<file path="src/rtl/mmio_gpio_timer_if.sv">
// Word-addressed MMIO bus between the CPU data-bus decode and the GPIO/timer block.
interface mmio_gpio_timer_if #(
    parameter int ADDR_WIDTH = 26
);
    logic [ADDR_WIDTH-1:0] i_addr;
    logic [31:0]           i_data;
    logic [3:0]            i_byte_we;
    logic                  i_read_en;
    logic [31:0]           o_data;

    modport master (
        output i_addr,
        output i_data,
        output i_byte_we,
        output i_read_en,
        input  o_data
    );

    modport slave (
        input  i_addr,
        input  i_data,
        input  i_byte_we,
        input  i_read_en,
        output o_data
    );
endinterface

</file>
<file path="src/rtl/mmio_gpio_timer.sv">
// GPIO with per-pin output enable and sticky rising-edge flags, a prescaled
// 32-bit tick counter, and NUM_CMP compare channels (one-shot or periodic).
// All event flags are combined into one level interrupt.
module mmio_gpio_timer #(
    parameter int ADDR_WIDTH = 26,
    parameter int GPIO_WIDTH = 32,
    parameter int NUM_CMP    = 2,
    parameter int CLK_FREQ   = 25000000,
    parameter int TICK_HZ    = 1000
) (
    input  logic                  i_clk,
    input  logic                  i_rst,
    mmio_gpio_timer_if.slave      bus,
    output logic [GPIO_WIDTH-1:0] o_gpio_out,
    output logic [GPIO_WIDTH-1:0] o_gpio_oe,
    input  logic [GPIO_WIDTH-1:0] i_gpio_in,
    output logic                  o_irq
);

    localparam int CLKS_PER_TICK = CLK_FREQ / TICK_HZ;
    localparam int PRE_W         = (CLKS_PER_TICK > 1) ? $clog2(CLKS_PER_TICK) : 1;
    localparam logic [PRE_W-1:0] PRE_LAST = PRE_W'(CLKS_PER_TICK - 1);

    localparam logic [ADDR_WIDTH-1:0] A_GPIO_OUT = ADDR_WIDTH'(0);
    localparam logic [ADDR_WIDTH-1:0] A_GPIO_IN  = ADDR_WIDTH'(1);
    localparam logic [ADDR_WIDTH-1:0] A_GPIO_OE  = ADDR_WIDTH'(2);
    localparam logic [ADDR_WIDTH-1:0] A_RISE     = ADDR_WIDTH'(3);
    localparam logic [ADDR_WIDTH-1:0] A_RISE_IE  = ADDR_WIDTH'(4);
    localparam logic [ADDR_WIDTH-1:0] A_TICK     = ADDR_WIDTH'(5);
    localparam logic [ADDR_WIDTH-1:0] A_CMP_STAT = ADDR_WIDTH'(6);
    localparam logic [ADDR_WIDTH-1:0] A_CMP_IE   = ADDR_WIDTH'(7);

    // Parameter legality is checked at elaboration so a bad build never links.
    generate
        if (CLKS_PER_TICK < 1) begin : g_bad_tick
            $error("mmio_gpio_timer: CLK_FREQ/TICK_HZ must be >= 1");
        end
        if (GPIO_WIDTH < 1 || GPIO_WIDTH > 32) begin : g_bad_gpio
            $error("mmio_gpio_timer: GPIO_WIDTH must be 1..32");
        end
        if (NUM_CMP < 1 || NUM_CMP > 8) begin : g_bad_cmp
            $error("mmio_gpio_timer: NUM_CMP must be 1..8");
        end
    endgenerate

    function automatic logic [31:0] f_merge(input logic [31:0] old_val,
                                            input logic [31:0] new_val,
                                            input logic [31:0] mask);
        return (old_val & ~mask) | (new_val & mask);
    endfunction

    logic [GPIO_WIDTH-1:0] r_gpio_out, r_gpio_oe, r_rise, r_rise_ie;
    logic [GPIO_WIDTH-1:0] r_s1, r_s2, r_s3;
    logic [PRE_W-1:0]      r_pre;
    logic [31:0]           r_tick;
    logic [NUM_CMP-1:0]    r_cmp_stat, r_cmp_ie, r_cmp_en, r_cmp_prd;
    logic [31:0]           r_cmp_val [NUM_CMP];
    logic [31:0]           r_cmp_per [NUM_CMP];
    logic [31:0]           r_rdata;

    logic [31:0]        w_mask, w_clr, w_rd, w_tick_nxt;
    logic               w_wr, w_tick_inc;
    logic [NUM_CMP-1:0] w_sel_val, w_sel_per, w_sel_ctl, w_match;

    assign w_wr       = |bus.i_byte_we;
    assign w_mask     = {{8{bus.i_byte_we[3]}}, {8{bus.i_byte_we[2]}},
                         {8{bus.i_byte_we[1]}}, {8{bus.i_byte_we[0]}}};
    assign w_clr      = bus.i_data & w_mask;
    assign w_tick_inc = (r_pre == PRE_LAST);
    assign w_tick_nxt = r_tick + 32'd1;

    // Per-channel address decode; word 11+4k of each channel group is a hole.
    always_comb begin
        w_sel_val = '0;
        w_sel_per = '0;
        w_sel_ctl = '0;
        for (int k = 0; k < NUM_CMP; k++) begin
            w_sel_val[k] = (bus.i_addr == ADDR_WIDTH'(8 + 4 * k));
            w_sel_per[k] = (bus.i_addr == ADDR_WIDTH'(9 + 4 * k));
            w_sel_ctl[k] = (bus.i_addr == ADDR_WIDTH'(10 + 4 * k));
        end
    end

    // A channel matches on the tick edge when its value equals the new tick.
    always_comb begin
        w_match = '0;
        for (int k = 0; k < NUM_CMP; k++) begin
            w_match[k] = w_tick_inc && r_cmp_en[k] && (r_cmp_val[k] == w_tick_nxt);
        end
    end

    // Read multiplexer over the current (pre-write) register contents.
    always_comb begin
        w_rd = 32'd0;
        case (bus.i_addr)
            A_GPIO_OUT: w_rd = 32'(r_gpio_out);
            A_GPIO_IN:  w_rd = 32'(r_s2);
            A_GPIO_OE:  w_rd = 32'(r_gpio_oe);
            A_RISE:     w_rd = 32'(r_rise);
            A_RISE_IE:  w_rd = 32'(r_rise_ie);
            A_TICK:     w_rd = r_tick;
            A_CMP_STAT: w_rd = 32'(r_cmp_stat);
            A_CMP_IE:   w_rd = 32'(r_cmp_ie);
            default:    w_rd = 32'd0;
        endcase
        for (int k = 0; k < NUM_CMP; k++) begin
            if (w_sel_val[k]) w_rd = r_cmp_val[k];
            if (w_sel_per[k]) w_rd = r_cmp_per[k];
            if (w_sel_ctl[k]) w_rd = {30'd0, r_cmp_prd[k], r_cmp_en[k]};
        end
    end

    // Registered read port: addressed value on a strobe, zero otherwise.
    always_ff @(posedge i_clk or posedge i_rst) begin
        if (i_rst) r_rdata <= 32'd0;
        else       r_rdata <= bus.i_read_en ? w_rd : 32'd0;
    end

    // GPIO software-owned registers with byte-lane writes.
    always_ff @(posedge i_clk or posedge i_rst) begin
        if (i_rst) begin
            r_gpio_out <= '0;
            r_gpio_oe  <= '0;
            r_rise_ie  <= '0;
        end else if (w_wr) begin
            if (bus.i_addr == A_GPIO_OUT)
                r_gpio_out <= GPIO_WIDTH'(f_merge(32'(r_gpio_out), bus.i_data, w_mask));
            if (bus.i_addr == A_GPIO_OE)
                r_gpio_oe <= GPIO_WIDTH'(f_merge(32'(r_gpio_oe), bus.i_data, w_mask));
            if (bus.i_addr == A_RISE_IE)
                r_rise_ie <= GPIO_WIDTH'(f_merge(32'(r_rise_ie), bus.i_data, w_mask));
        end
    end

    // Two-flop input synchroniser, a third stage for edge detect, sticky rise flags.
    // The hardware set is OR-ed after the clear so a fresh edge wins over W1C.
    always_ff @(posedge i_clk or posedge i_rst) begin
        if (i_rst) begin
            r_s1   <= '0;
            r_s2   <= '0;
            r_s3   <= '0;
            r_rise <= '0;
        end else begin
            r_s1   <= i_gpio_in;
            r_s2   <= r_s1;
            r_s3   <= r_s2;
            r_rise <= (r_rise & ~((w_wr && bus.i_addr == A_RISE) ? GPIO_WIDTH'(w_clr) : '0))
                      | (r_s2 & ~r_s3);
        end
    end

    // Prescaler wraps every CLKS_PER_TICK cycles and advances the tick counter.
    always_ff @(posedge i_clk or posedge i_rst) begin
        if (i_rst) begin
            r_pre  <= '0;
            r_tick <= 32'd0;
        end else if (w_tick_inc) begin
            r_pre  <= '0;
            r_tick <= w_tick_nxt;
        end else begin
            r_pre  <= r_pre + PRE_W'(1);
        end
    end

    // Compare status (match wins over W1C) and interrupt enables.
    always_ff @(posedge i_clk or posedge i_rst) begin
        if (i_rst) begin
            r_cmp_stat <= '0;
            r_cmp_ie   <= '0;
        end else begin
            r_cmp_stat <= (r_cmp_stat & ~((w_wr && bus.i_addr == A_CMP_STAT) ? NUM_CMP'(w_clr) : '0))
                          | w_match;
            if (w_wr && bus.i_addr == A_CMP_IE)
                r_cmp_ie <= NUM_CMP'(f_merge(32'(r_cmp_ie), bus.i_data, w_mask));
        end
    end

    // Channel state: a software write in the match cycle overrides the reload/disable.
    always_ff @(posedge i_clk or posedge i_rst) begin
        if (i_rst) begin
            for (int k = 0; k < NUM_CMP; k++) begin
                r_cmp_val[k] <= 32'd0;
                r_cmp_per[k] <= 32'd0;
            end
            r_cmp_en  <= '0;
            r_cmp_prd <= '0;
        end else begin
            for (int k = 0; k < NUM_CMP; k++) begin
                if (w_wr && w_sel_val[k])
                    r_cmp_val[k] <= f_merge(r_cmp_val[k], bus.i_data, w_mask);
                else if (w_match[k] && r_cmp_prd[k])
                    r_cmp_val[k] <= r_cmp_val[k] + r_cmp_per[k];

                if (w_wr && w_sel_per[k])
                    r_cmp_per[k] <= f_merge(r_cmp_per[k], bus.i_data, w_mask);

                if (w_wr && w_sel_ctl[k] && bus.i_byte_we[0]) begin
                    r_cmp_en[k]  <= bus.i_data[0];
                    r_cmp_prd[k] <= bus.i_data[1];
                end else if (w_match[k] && !r_cmp_prd[k]) begin
                    r_cmp_en[k]  <= 1'b0;
                end
            end
        end
    end

    assign bus.o_data = r_rdata;
    assign o_gpio_out = r_gpio_out;
    assign o_gpio_oe  = r_gpio_oe;
    assign o_irq      = (|(r_rise & r_rise_ie)) | (|(r_cmp_stat & r_cmp_ie));

endmodule
</file>
<file path="src/flat_wrapper.sv">
// flat-port wrapper written by rule: the top's interface ports become plain ports
module mmio_gpio_timer_flat 
#(
    parameter int ADDR_WIDTH = 26,
    parameter int GPIO_WIDTH = 32,
    parameter int NUM_CMP    = 2,
    parameter int CLK_FREQ   = 25000000,
    parameter int TICK_HZ    = 1000
)
  (i_clk, i_rst, o_gpio_out, o_gpio_oe, i_gpio_in, o_irq, bus_i_addr, bus_i_data, bus_i_byte_we, bus_i_read_en, bus_o_data);
  mmio_gpio_timer_if #(.ADDR_WIDTH(ADDR_WIDTH)) bus_i ();
  input  logic i_clk;
  input  logic i_rst;
  output logic [GPIO_WIDTH-1:0] o_gpio_out;
  output logic [GPIO_WIDTH-1:0] o_gpio_oe;
  input  logic [GPIO_WIDTH-1:0] i_gpio_in;
  output logic o_irq;
  input wire logic [$bits(bus_i.i_addr)-1:0] bus_i_addr;
  input wire logic [$bits(bus_i.i_data)-1:0] bus_i_data;
  input wire logic [$bits(bus_i.i_byte_we)-1:0] bus_i_byte_we;
  input wire logic [$bits(bus_i.i_read_en)-1:0] bus_i_read_en;
  output wire logic [$bits(bus_i.o_data)-1:0] bus_o_data;
  assign bus_i.i_addr = bus_i_addr;
  assign bus_i.i_data = bus_i_data;
  assign bus_i.i_byte_we = bus_i_byte_we;
  assign bus_i.i_read_en = bus_i_read_en;
  assign bus_o_data = bus_i.o_data;
  mmio_gpio_timer #(.ADDR_WIDTH(ADDR_WIDTH), .GPIO_WIDTH(GPIO_WIDTH), .NUM_CMP(NUM_CMP), .CLK_FREQ(CLK_FREQ), .TICK_HZ(TICK_HZ)) u_core (.i_clk(i_clk), .i_rst(i_rst), .bus(bus_i), .o_gpio_out(o_gpio_out), .o_gpio_oe(o_gpio_oe), .i_gpio_in(i_gpio_in), .o_irq(o_irq));
endmodule
</file>
<file path="config.mk">
export PLATFORM = sky130hd
export DESIGN_NAME = mmio_gpio_timer_flat
export DESIGN_NICKNAME = d
export VERILOG_FILES = /design/src/rtl/mmio_gpio_timer_if.sv /design/src/rtl/mmio_gpio_timer.sv /design/src/flat_wrapper.sv
export SDC_FILE = /design/constraint.sdc
export NUM_CORES = 1
export LEC_CHECK = 0
export CAP_MARGIN = 20
export CORE_ASPECT_RATIO = 1.25
export CORE_UTILIZATION = 60
export DETAILED_ROUTE_END_ITERATION = 12
export PLACE_DENSITY = 0.82
export SLEW_MARGIN = 40
export SYNTH_ARGS = -nofsm -noshare
export SYNTH_HDL_FRONTEND = slang
export SYNTH_SLANG_ARGS = --single-unit
</file>
<file path="constraint.sdc">
create_clock -name i_clk -period 55.4 [get_ports i_clk]
set_input_delay 16.62 -clock i_clk [delete_from_list [all_inputs] [get_ports i_clk]]
set_output_delay 16.62 -clock i_clk [all_outputs]
set_load 0.05 [all_outputs]
</file>
==> flow_summary_export.csv, run 1 <==
group,metric,value,unit
outcome,status,"complete, no violations",
timing,worst_slew_pin_slew,0.8789,ns
timing,slew_headroom,41.22,%
timing,setup_tns,0,ns
global_route,grt_pass1_vias,19700,
power,pwr-share-comb,3.6,%
floorplanning,die-height,221.1,µm
timing,final_hold_viol_count,0,
global_route,grt_overflow_total,0,
logic_synthesis,synth_area,23040,µm²
worst_hold_path,hold_start,"u_core.r_s1[2]",
setup_path,crit_chain,"clkdlybuf4s50_1, or4_1, nor4_2, nand2_1, nor2_2, buf_4, nand2_1, and3_1, buf_4, nor2_2, mux2_1",
floorplanning,core,37560,µm²
power,ir_drop,0.02843,mV
drt,drt_wl_total,85110,µm
setup_path,ff2ff_setup_slack,49.20,ns
clock_tree,clk_pin_slew,0.07,ns
clock_tree,root_buffer,"clkbuf_16",
setup_path,worstSetupEndpointType,"flop",
drt,num_vias,19810,
final_layout,final_nets,2501,
worst_hold_path,whs_path_depth,0,
global_route,grt_usage,43.99,%
logic_synthesis,async_flop_share,100.0,%
logic_synthesis,synth-seq-cells,439,
timing,setup_viol,0,
logic_synthesis,syn-num-nets,2347,
power,pwr_density_cell,24.99,nW/µm²
flow_run,drv_cap,0,
clock_tree,ctsResizeCount,0,
placed_design,hpwl,61070,µm
logic_synthesis,ys.flop_type,"dfrtp_1",
logic_synthesis,synth_edf_count,0,
floorplanning,die_area,39200,µm²
floorplanning,fp.dieW,177.3,µm
timing,fin_crit_sh,36.27,%
clock_tree,cts.sinks,439,
clock_tree,cts_hold_buf,0,
setup_path,critPathRequiredTime,55.87,ns
floorplanning,rows,79,
power,internal_power,0.0005174,W
final_layout,final_cell_mix,"439 x dfrtp_1, 222 x nand2_1, 192 x clkdlybuf4s50_1, 184 x mux2_2, 116 x nor2_1",
setup_path,start_kind,"primary input",
clock_tree,clock_latency,0.59,ns
timing,rsz0062_at_grt,"false",
timing,fin_skew,0.02428,ns
clock_tree,cts_buffers,45,
final_layout,area_growth,16.87,%
logic_synthesis,syn_inst,2184,
placed_design,io_buffers,193,
power,pwr-share-clk,47.9,%
logic_synthesis,yosysSeqAreaShare,47.67,%
setup_path,crit_slowest_cell,"or4_1",
setup_path,critPathTopFamily,"simple AND/OR/NAND/NOR gates",
timing,drv_slew,0,
power,total_power,0.0006730,W
logic_synthesis,yosysUniqueCellTypes,89,
power,swShare,23.12,%
floorplanning,start_util,61.35,%
floorplanning,io_pins,194,
drt,antenna_left,0,
setup_path,path_class,"in2reg",
drt,drt-initial-drc-count,2474,
drt,route.detailed.drc,0,
setup_path,cp_num_buf_inv,3,
timing,timing.fmax,49.77,MHz
setup_path,r2r_cells,13,
global_route,grt_pass1_wl,126300,µm
power,switchingPower,0.0001556,W
logic_synthesis,syn_avg_cell_area,10.55,µm²
clock_tree,post-cts-setup-buffers,0,
worst_hold_path,worstHoldEndpoint,"u_core.r_s2[2]",
setup_path,worstReg2RegStart,"u_core.r_tick[0]",
global_route,grt_max_degree,120,
drt,dr.pass1.iters,9,
worst_hold_path,hold_class,"reg2reg",
setup_path,slowest_delay,0.54,ns
placed_design,gp_congestion,1.024,
setup_path,path_max_fanout,43,
clock_tree,cts_tree,"yes",
final_layout,final_common_cell,"dfrtp_1",
power,p_leak,12.16,nW
setup_path,crit_start,"bus_i_addr[8]",
drt,drt-wirelength-per-cell,29.76,µm
setup_path,cp.arrival,20.57,ns
timing,period_minus_slack,20.09,ns
logic_synthesis,yosys_warnings,0,
clock_tree,clock_path_buffers,3,
timing,whs,0.3437,ns
clock_tree,htreeDepth,2,
drt,routed_via_density,6.926,
global_route,grt_antenna_before_repair,3,
final_layout,drive_above_1_share,13.79,%
power,pwr-share-seq,48.5,%
final_layout,fillerInstances,2709,
how the worst max path moves through the flow:
stage	end	slack, ns	cells after the start
global route	flop	35.07	11
floorplan	async pin	26.55	1
detailed placement	flop	34.51	11
CTS	flop	35.08	11
finish	flop	35.31	11
global placement	flop	34.69	11
cell families (layout without fill, tap and decap cells):
group | Yosys count | after routing | share of synthesized area [%]
XOR/XNOR | 167 | 167 | 6.586
adder cells (fa/ha/maj) | 66 | 66 | 3.649
multiplexers | 197 | 197 | 9.567
buffers and inverters | 173 | 361 | 3.111
flip-flops | 439 | 439 | 47.67
other | 0 | 2 | 0
AND/OR/NAND/NOR | 610 | 610 | 12.94
AO/OA/AOI/OAI | 532 | 532 | 16.48
power by group through the flow:
| stage | clock (W) | sequential, W | combinational [W] |
|---|---|---|---|
| global route | 0.000337 | 0.000326 | 0.0000257 |
| floorplan | 0 | 0.000331 | 0.00000870 |
| CTS | 0.000324 | 0.000326 | 0.0000239 |
| detailed placement | 0 | 0.000332 | 0.0000237 |
| global placement | 0 | 0.000332 | 0.0000231 |
| finish | 0.000322 | 0.000326 | 0.0000242 |
synthesized netlist by cell type (all sizes together) (6+ instances only):
master | n | area, µm²
a2111oi | 6 | 58.80
a211oi | 19 | 167.7
a21o | 29 | 219.0
a21oi | 67 | 339.1
a221oi | 36 | 315.3
a222oi | 32 | 320.3
a22o | 41 | 359.1
a22oi | 59 | 442.9
a31oi | 44 | 275.3
and2 | 10 | 62.56
and3 | 28 | 175.2
and4 | 7 | 61.31
buf | 35 | 197.7
clkbuf | 70 | 264.0
dfrtp | 439 | 10990
ha | 64 | 800.8
inv | 68 | 255.2
mux2 | 186 | 2095
mux2i | 11 | 110.1
nand2 | 222 | 833.3
nand2b | 23 | 143.9
nand3 | 61 | 305.3
nand4 | 33 | 221.5
nor2 | 125 | 476.7
nor2b | 13 | 81.33
nor3 | 30 | 161.4
nor3b | 7 | 57.55
nor4 | 22 | 180.2
o2111ai | 8 | 70.07
o211ai | 12 | 90.09
o21a | 10 | 75.07
o21ai | 101 | 505.5
o21bai | 7 | 52.55
o22ai | 16 | 100.1
or3 | 8 | 50.05
or4 | 6 | 48.80
xnor2 | 97 | 849.6
xor2 | 66 | 578.1
worst register-to-register path, cell delays in order, from the launching register on:
cell	delay (ns)
dfrtp_1	0.60
ha_1	0.34
nand4_1	0.48
nor2_1	0.63
nand3_1	0.38
nand4b_1	0.37
a2111oi_0	0.78
nand4_1	0.30
nor4_2	0.52
and3_2	0.59
buf_4	0.41
inv_2	0.27
and3_1	0.26
a211oi_2	0.18
per-layer routing:
layer  vias to the layer above  GRT usage [%]  wire length [µm]  part of all wire [%]
met1                      9714          53.42             29960                    35
met3                       400          9.124              8310                   9.8
met4                         0          32.23              7655                   9.0
met5                         -              0                 0                     0
li1                       8374              -                 -                     -
met2                      1320          69.08             39190                    46
through the flow:
step | area, µm² | cells | util [%] | setup WS [ns]
finish | 26930 | 2860 | 71.70 | 35.31
detailed placement | 25360 | 2777 | 67.51 | 34.51
floorplan | 23040 | 2184 | - | 26.55
global placement | 25320 | 2776 | 67.41 | 34.69
CTS | 26900 | 2858 | 71.63 | 35.08
global route | 26930 | 2859 | 71.70 | 35.07
final cells by class:
type	count	area (µm²)	share of cell area, %
multi-input cells	1572	11410	42.36
flip-flops and latches	439	10990	40.79
repair buffers	212	2110	7.833
clock buffers	52	1192	4.427
well taps	486	608.1	2.258
clock inverters	29	356.6	1.324
inverters	68	267.8	0.9942
diodes	2	5.005	0.01858
Note: power is estimated with default switching activity, not from simulation.
==> run 2, diff against run 1 <==
--- a/config.mk
+++ b/config.mk
@@ -7,9 +7,9 @@
 export LEC_CHECK = 0
 export CAP_MARGIN = 20
 export CORE_ASPECT_RATIO = 1.25
-export CORE_UTILIZATION = 60
+export CORE_UTILIZATION = 53
 export DETAILED_ROUTE_END_ITERATION = 12
-export PLACE_DENSITY = 0.82
+export PLACE_DENSITY = 0.77
 export SLEW_MARGIN = 40
 export SYNTH_ARGS = -nofsm -noshare
 export SYNTH_HDL_FRONTEND = slang
==> constraint.sdc (replaced) <==
create_clock -name i_clk -period 16.5 [get_ports i_clk]
set_input_delay 4.95 -clock i_clk [delete_from_list [all_inputs] [get_ports i_clk]]
set_output_delay 4.95 -clock i_clk [all_outputs]
set_load 0.05 [all_outputs]
==> run 2 against run 1 <==
Against the previous run:
- via count is 0.30% lower
- clock power rose to 3.6 times the previous value
- cell count grew 3.1%
- clock skew rose by 0.0024 ns
- sequential share of layout area shrank 0.47 points
- sequential power grew to 3.4 times the previous value
- combinational power rose to 3.4 times the previous value
- register-to-register slack got worse by 39 ns
- largest cell class unchanged
- global-route usage down 4.6 points
- non-clock buffer count increased by 5
- worst hold slack better by 0.0020 ns
==> flow_summary_export.csv, run 2 (synthesized netlist as in run 1, its figures left out) <==
group,metric,value,unit
outcome,status,"complete, no violations",
final_layout,finalNonFillerCells,2948,
final_layout,fin_util,63.41,%
global_route,grt_max_degree,104,
final_layout,final_cell_mix,"439 x dfrtp_1, 222 x nand2_1, 192 x clkdlybuf4s50_1, 184 x mux2_2, 116 x nor2_1",
drt,drt-initial-drc-count,2271,
power,p_leak,12.28,nW
clock_tree,post-cts-setup-buffers,0,
power,pwr_density_cell,85.52,nW/µm²
setup_path,cp.arrival,8.71,ns
clock_tree,clk_pin_slew,0.07,ns
final_layout,final_common_cell,"dfrtp_1",
setup_path,crit_slowest_cell,"or4_1",
clock_tree,htreeDepth,2,
drt,route.detailed.drc,0,
setup_path,critPathTopFamily,"simple AND/OR/NAND/NOR gates",
worst_hold_path,hold_class,"reg2reg",
timing,period_minus_slack,8.189,ns
power,ir_drop,0.1112,mV
final_layout,area_growth,18.22,%
flow_run,drv_cap,0,
drt,drt_wl_total,87030,µm
setup_path,crit_chain,"clkdlybuf4s50_1, or4_1, nor4_2, nand2_1, nor2_4, buf_4, nand2_1, and3_1, a211oi_2",
global_route,grt_antenna_before_repair,3,
timing,rsz0062_at_grt,"false",
clock_tree,cts_buffers,46,
setup_path,slowest_delay,0.53,ns
setup_path,worst_path_most_repeated_cell,"nand2_1",
final_layout,fillerInstances,3481,
setup_path,critPathRequiredTime,17.02,ns
placed_design,gp_congestion,1.016,
floorplanning,die-height,235.1,µm
clock_tree,ctsResizeCount,0,
timing,setup_viol,0,
setup_path,start_kind,"primary input",
clock_tree,cts_hold_buf,0,
placed_design,io_buffers,193,
worst_hold_path,hold_start,"u_core.r_s1[15]",
clock_tree,root_buffer,"clkbuf_16",
floorplanning,io_pins,194,
global_route,grt_usage,39.39,%
global_route,grt_pass1_wl,128000,µm
global_route,grt_pass1_vias,19490,
drt,antenna_left,0,
placed_design,hpwl,65160,µm
clock_tree,clock_path_buffers,3,
floorplanning,core,42970,µm²
power,total_power,0.002330,W
setup_path,path_class,"in2reg",
setup_path,path_max_fanout,24,
floorplanning,start_util,53.63,%
clock_tree,clock_latency,0.61,ns
floorplanning,die_area,44320,µm²
timing,worst_slew_pin_slew,0.8702,ns
timing,drv_slew,0,
clock_tree,cts_tree,"yes",
final_layout,final_nets,2507,
floorplanning,fp.dieW,188.5,µm
timing,timing.fmax,122.1,MHz
drt,num_vias,19750,
clock_tree,cts.sinks,439,
final_layout,drive_above_1_share,13.86,%
timing,setup_tns,0,ns
timing,fin_crit_sh,49.63,%
setup_path,worstReg2RegStart,"u_core.r_tick[0]",
setup_path,cp_num_buf_inv,2,
global_route,grt_overflow_total,0,
timing,final_hold_viol_count,0,
drt,dr.pass1.iters,7,
setup_path,worstSetupEndpointType,"flop",
timing,fin_skew,0.02665,ns
drt,routed_via_density,6.699,
floorplanning,rows,85,
drt,drt-wirelength-per-cell,29.52,µm
setup_path,crit_start,"bus_i_addr[8]",
timing,slew_headroom,41.37,%
placed_design,placed_cells,2860,
run 2: power by group:
group | switching [W] | internal (W) | leakage [nW]
combinational | 0.0000527 | 0.0000290 | 5.78
sequential | 0.00000700 | 0.00109 | 5.68
clock | 0.000459 | 0.000694 | 0.815
run 2: path summary, 6_finish.rpt:
path                                      to  slack [ns]  cells past startpoint
max reg2reg                             flop       10.39                     13
max in group asynchronous  u_core.r_tick[24]       10.03                      4
max                                     flop        8.31                      9
min in group asynchronous          async pin        4.71                      2
min reg2reg                  u_core.r_s2[15]        0.35                      0
min                          u_core.r_s2[15]        0.35                      0
run 2: through the flow:
step           setup slack [ns]  instance area, µm²  hold WS [ns]
6_report                  8.311               27240        0.3457
5_1_grt                   8.128               27240        0.3502
4_1_cts                   8.134               27230        0.3484
3_5_place_dp              7.506               25560        0.3347
3_3_place_gp              7.584               25430        0.3326
2_1_floorplan             5.619               23050        0.3312
run 2: layout make-up:
class / instances / area (µm²) / area share (%)
sequential: 439 / 10990 / 40.32
inverter: 68 / 259.0 / 0.9507
timing repair buffer: 217 / 2201 / 8.078
tap: 565 / 706.9 / 2.595
antenna: 2 / 5.005 / 0.01837
clock inverter: 18 / 321.6 / 1.180
multi-input combinational: 1572 / 11420 / 41.93
clock buffer: 67 / 1341 / 4.923
run 2: layer usage:
layer | part of all wire (%) | track usage (%)
met5 | 0.0092 | 0
met2 | 48 | 65.08
met3 | 7.2 | 5.769
met4 | 8.6 | 28.91
met1 | 36 | 46.73
==> run 3, diff against run 2 <==
==> constraint.sdc (replaced) <==
create_clock -name i_clk -period 7.3 [get_ports i_clk]
set_input_delay 2.19 -clock i_clk [delete_from_list [all_inputs] [get_ports i_clk]]
set_output_delay 2.19 -clock i_clk [all_outputs]
set_load 0.05 [all_outputs]
==> run 3 against run 2 <==
Against the previous run:
- wire length down 0.79%
- first-iteration DRC count down 0.70%
- power up 120%
- worst setup slack worse by 6.6 ns
- sequential share of layout area up 0.12 points
- combinational power up 130%
- clock skew up 0.0083 ns
- largest power group is now sequential cells
==> flow_summary_export.csv, run 3 (synthesized netlist as in run 1, its figures left out) <==
group,metric,value,unit
outcome,status,"complete, no violations",
setup_path,worstReg2RegStart,"u_core.r_tick[6]",
power,pwr-share-clk,47.8,%
clock_tree,clock_latency,0.61,ns
power,p_leak,12.26,nW
global_route,grt_usage,39.37,%
final_layout,final_common_cell,"dfrtp_1",
power,internal_power,0.003946,W
floorplanning,die-height,235.1,µm
final_layout,final_cell_mix,"439 x dfrtp_1, 222 x nand2_1, 192 x clkdlybuf4s50_1, 184 x mux2_2, 116 x nor2_1",
power,pwr-share-seq,48.5,%
setup_path,critPathRequiredTime,7.77,ns
flow_run,drv_cap,0,
drt,num_vias,19910,
clock_tree,post-cts-setup-buffers,0,
setup_path,start_kind,"flop",
placed_design,gp_congestion,1.078,
global_route,grt_pass1_vias,20120,
clock_tree,clock_path_buffers,3,
global_route,grt_antenna_before_repair,2,
global_route,grt_pass1_wl,129400,µm
timing,slew_headroom,38.06,%
timing,timing.fmax,179.8,MHz
placed_design,hpwl,64420,µm
power,pwr-share-comb,3.7,%
setup_path,cp.arrival,6.03,ns
timing,rsz0062_at_grt,"false",
drt,drt-wirelength-per-cell,29.25,µm
clock_tree,cts_tree,"yes",
setup_path,r2r_cells,11,
drt,drt-initial-drc-count,2255,
final_layout,drive_above_1_share,13.99,%
placed_design,placed_cells,2869,
floorplanning,start_util,53.63,%
worst_hold_path,whs_path_depth,0,
clock_tree,cts_hold_buf,0,
clock_tree,ctsResizeCount,0,
timing,final_hold_viol_count,0,
clock_tree,htreeDepth,2,
setup_path,path_class,"reg2reg",
final_layout,finalNonFillerCells,2952,
clock_tree,cts.sinks,439,
final_layout,fillerInstances,3471,
final_layout,area_growth,17.87,%
clock_tree,root_buffer,"clkbuf_16",
placed_design,io_buffers,193,
setup_path,worstSetupEndpointType,"flop",
timing,setup_viol,0,
final_layout,diodes,0,
timing,worst_slew_pin_slew,0.9214,ns
power,ir_drop,0.1991,mV
setup_path,path_max_fanout,14,
power,pwr_density_cell,187.8,nW/µm²
timing,drv_slew,0,
power,swShare,22.66,%
clock_tree,cts_buffers,45,
floorplanning,io_pins,194,
setup_path,crit_start,"u_core.r_tick[6]",
power,switchingPower,0.001156,W
floorplanning,die_area,44320,µm²
timing,period_minus_slack,5.563,ns
clock_tree,clk_pin_slew,0.07,ns
drt,antenna_left,0,
drt,dr.pass1.iters,7,
floorplanning,fp.dieW,188.5,µm
drt,drt_wl_total,86340,µm
drt,routed_via_density,6.745,
worst_hold_path,hold_class,"reg2reg",
global_route,grt_max_degree,155,
final_layout,fin_util,63.22,%
floorplanning,core,42970,µm²
timing,fin_skew,0.03500,ns
global_route,grt_overflow_total,0,
drt,route.detailed.drc,0,
timing,fin_crit_sh,76.20,%
setup_path,ff2ff_setup_slack,1.74,ns
floorplanning,rows,85,
timing,whs,0.3381,ns
final_layout,final_nets,2516,
-- run 3: changes by cell type in the layout (fill, tap and decap cells not counted), sizes merged --
| cell | before | now |
|---|---|---|
| clkinv | 5 | 12 |
| inv | 71 | 67 |
| buf | 24 | 35 |
| bufinv | 8 | 6 |
| diode | 2 | 0 |
| clkbuf | 68 | 62 |
-- run 3: metal layers --
layer / part of all wire (%) / up-vias / global-route usage [%] / wire length, µm
li1: - / 8395 / - / -
met1: 34 / 9808 / 45.13 / 29770
met2: 47 / 1279 / 63.49 / 40660
met3: 8.9 / 424 / 8.706 / 7684
met4: 9.5 / 4 / 31.38 / 8207
met5: 0.027 / - / 0 / 23
-- run 3: power by group through the flow --
stage          Combinational (W)  Sequential (W)  Clock, W
2_1_floorplan          0.0000664         0.00252         0
3_3_place_gp            0.000180         0.00252         0
3_5_place_dp            0.000182         0.00252         0
4_1_cts                 0.000183         0.00248   0.00246
5_1_grt                 0.000200         0.00248   0.00255
6_report                0.000187         0.00248   0.00244
-- run 3: worst min path at each step --
stage / start / to / slack [ns]
floorplan: u_core.r_s1[0] / u_core.r_s2[0] / 0.33
global placement: u_core.r_s1[10] / u_core.r_s2[10] / 0.33
detailed placement: u_core.r_s1[12] / u_core.r_s2[12] / 0.33
CTS: u_core.r_s1[29] / u_core.r_s2[29] / 0.35
global route: u_core.r_s1[1] / u_core.r_s2[1] / 0.33
finish: u_core.r_s1[1] / u_core.r_s2[1] / 0.34
-- run 3: critical path, stage by stage, from the launching register on --
cell and delay, ns:
dfrtp_1 0.53, nand3_1 0.46, or3_1 0.76, o311ai_1 0.56, o2111ai_1 0.19, nor4_1 0.42, nand4_1 0.16, nor4_2 0.84
and3_1 0.68, buf_4 0.35, nor2_2 0.12, mux2_1 0.34
-- run 3: through the flow --
stage	setup WS, ns	area [µm²]	setup TNS, ns	total power, W
floorplan	-0.8213	23050	-360.53	0.002581
global placement	1.686	25540	0	0.002699
detailed placement	1.716	25560	0	0.002702
CTS	2.022	27100	0	0.005114
global route	1.706	27160	0	0.005224
finish	1.738	27160	0	0.005102
-- run 3: area by class of cell --
| type | instances | area (µm²) | area share, % |
|---|---|---|---|
| Clock buffer | 62 | 1250 | 4.602 |
| Clock inverter | 19 | 291.5 | 1.073 |
| Inverter | 68 | 259.0 | 0.9535 |
| Multi-Input combinational cell | 1572 | 11410 | 42.01 |
| Sequential cell | 439 | 10990 | 40.44 |
| Tap cell | 565 | 706.9 | 2.603 |
| Timing Repair Buffer | 227 | 2260 | 8.319 |
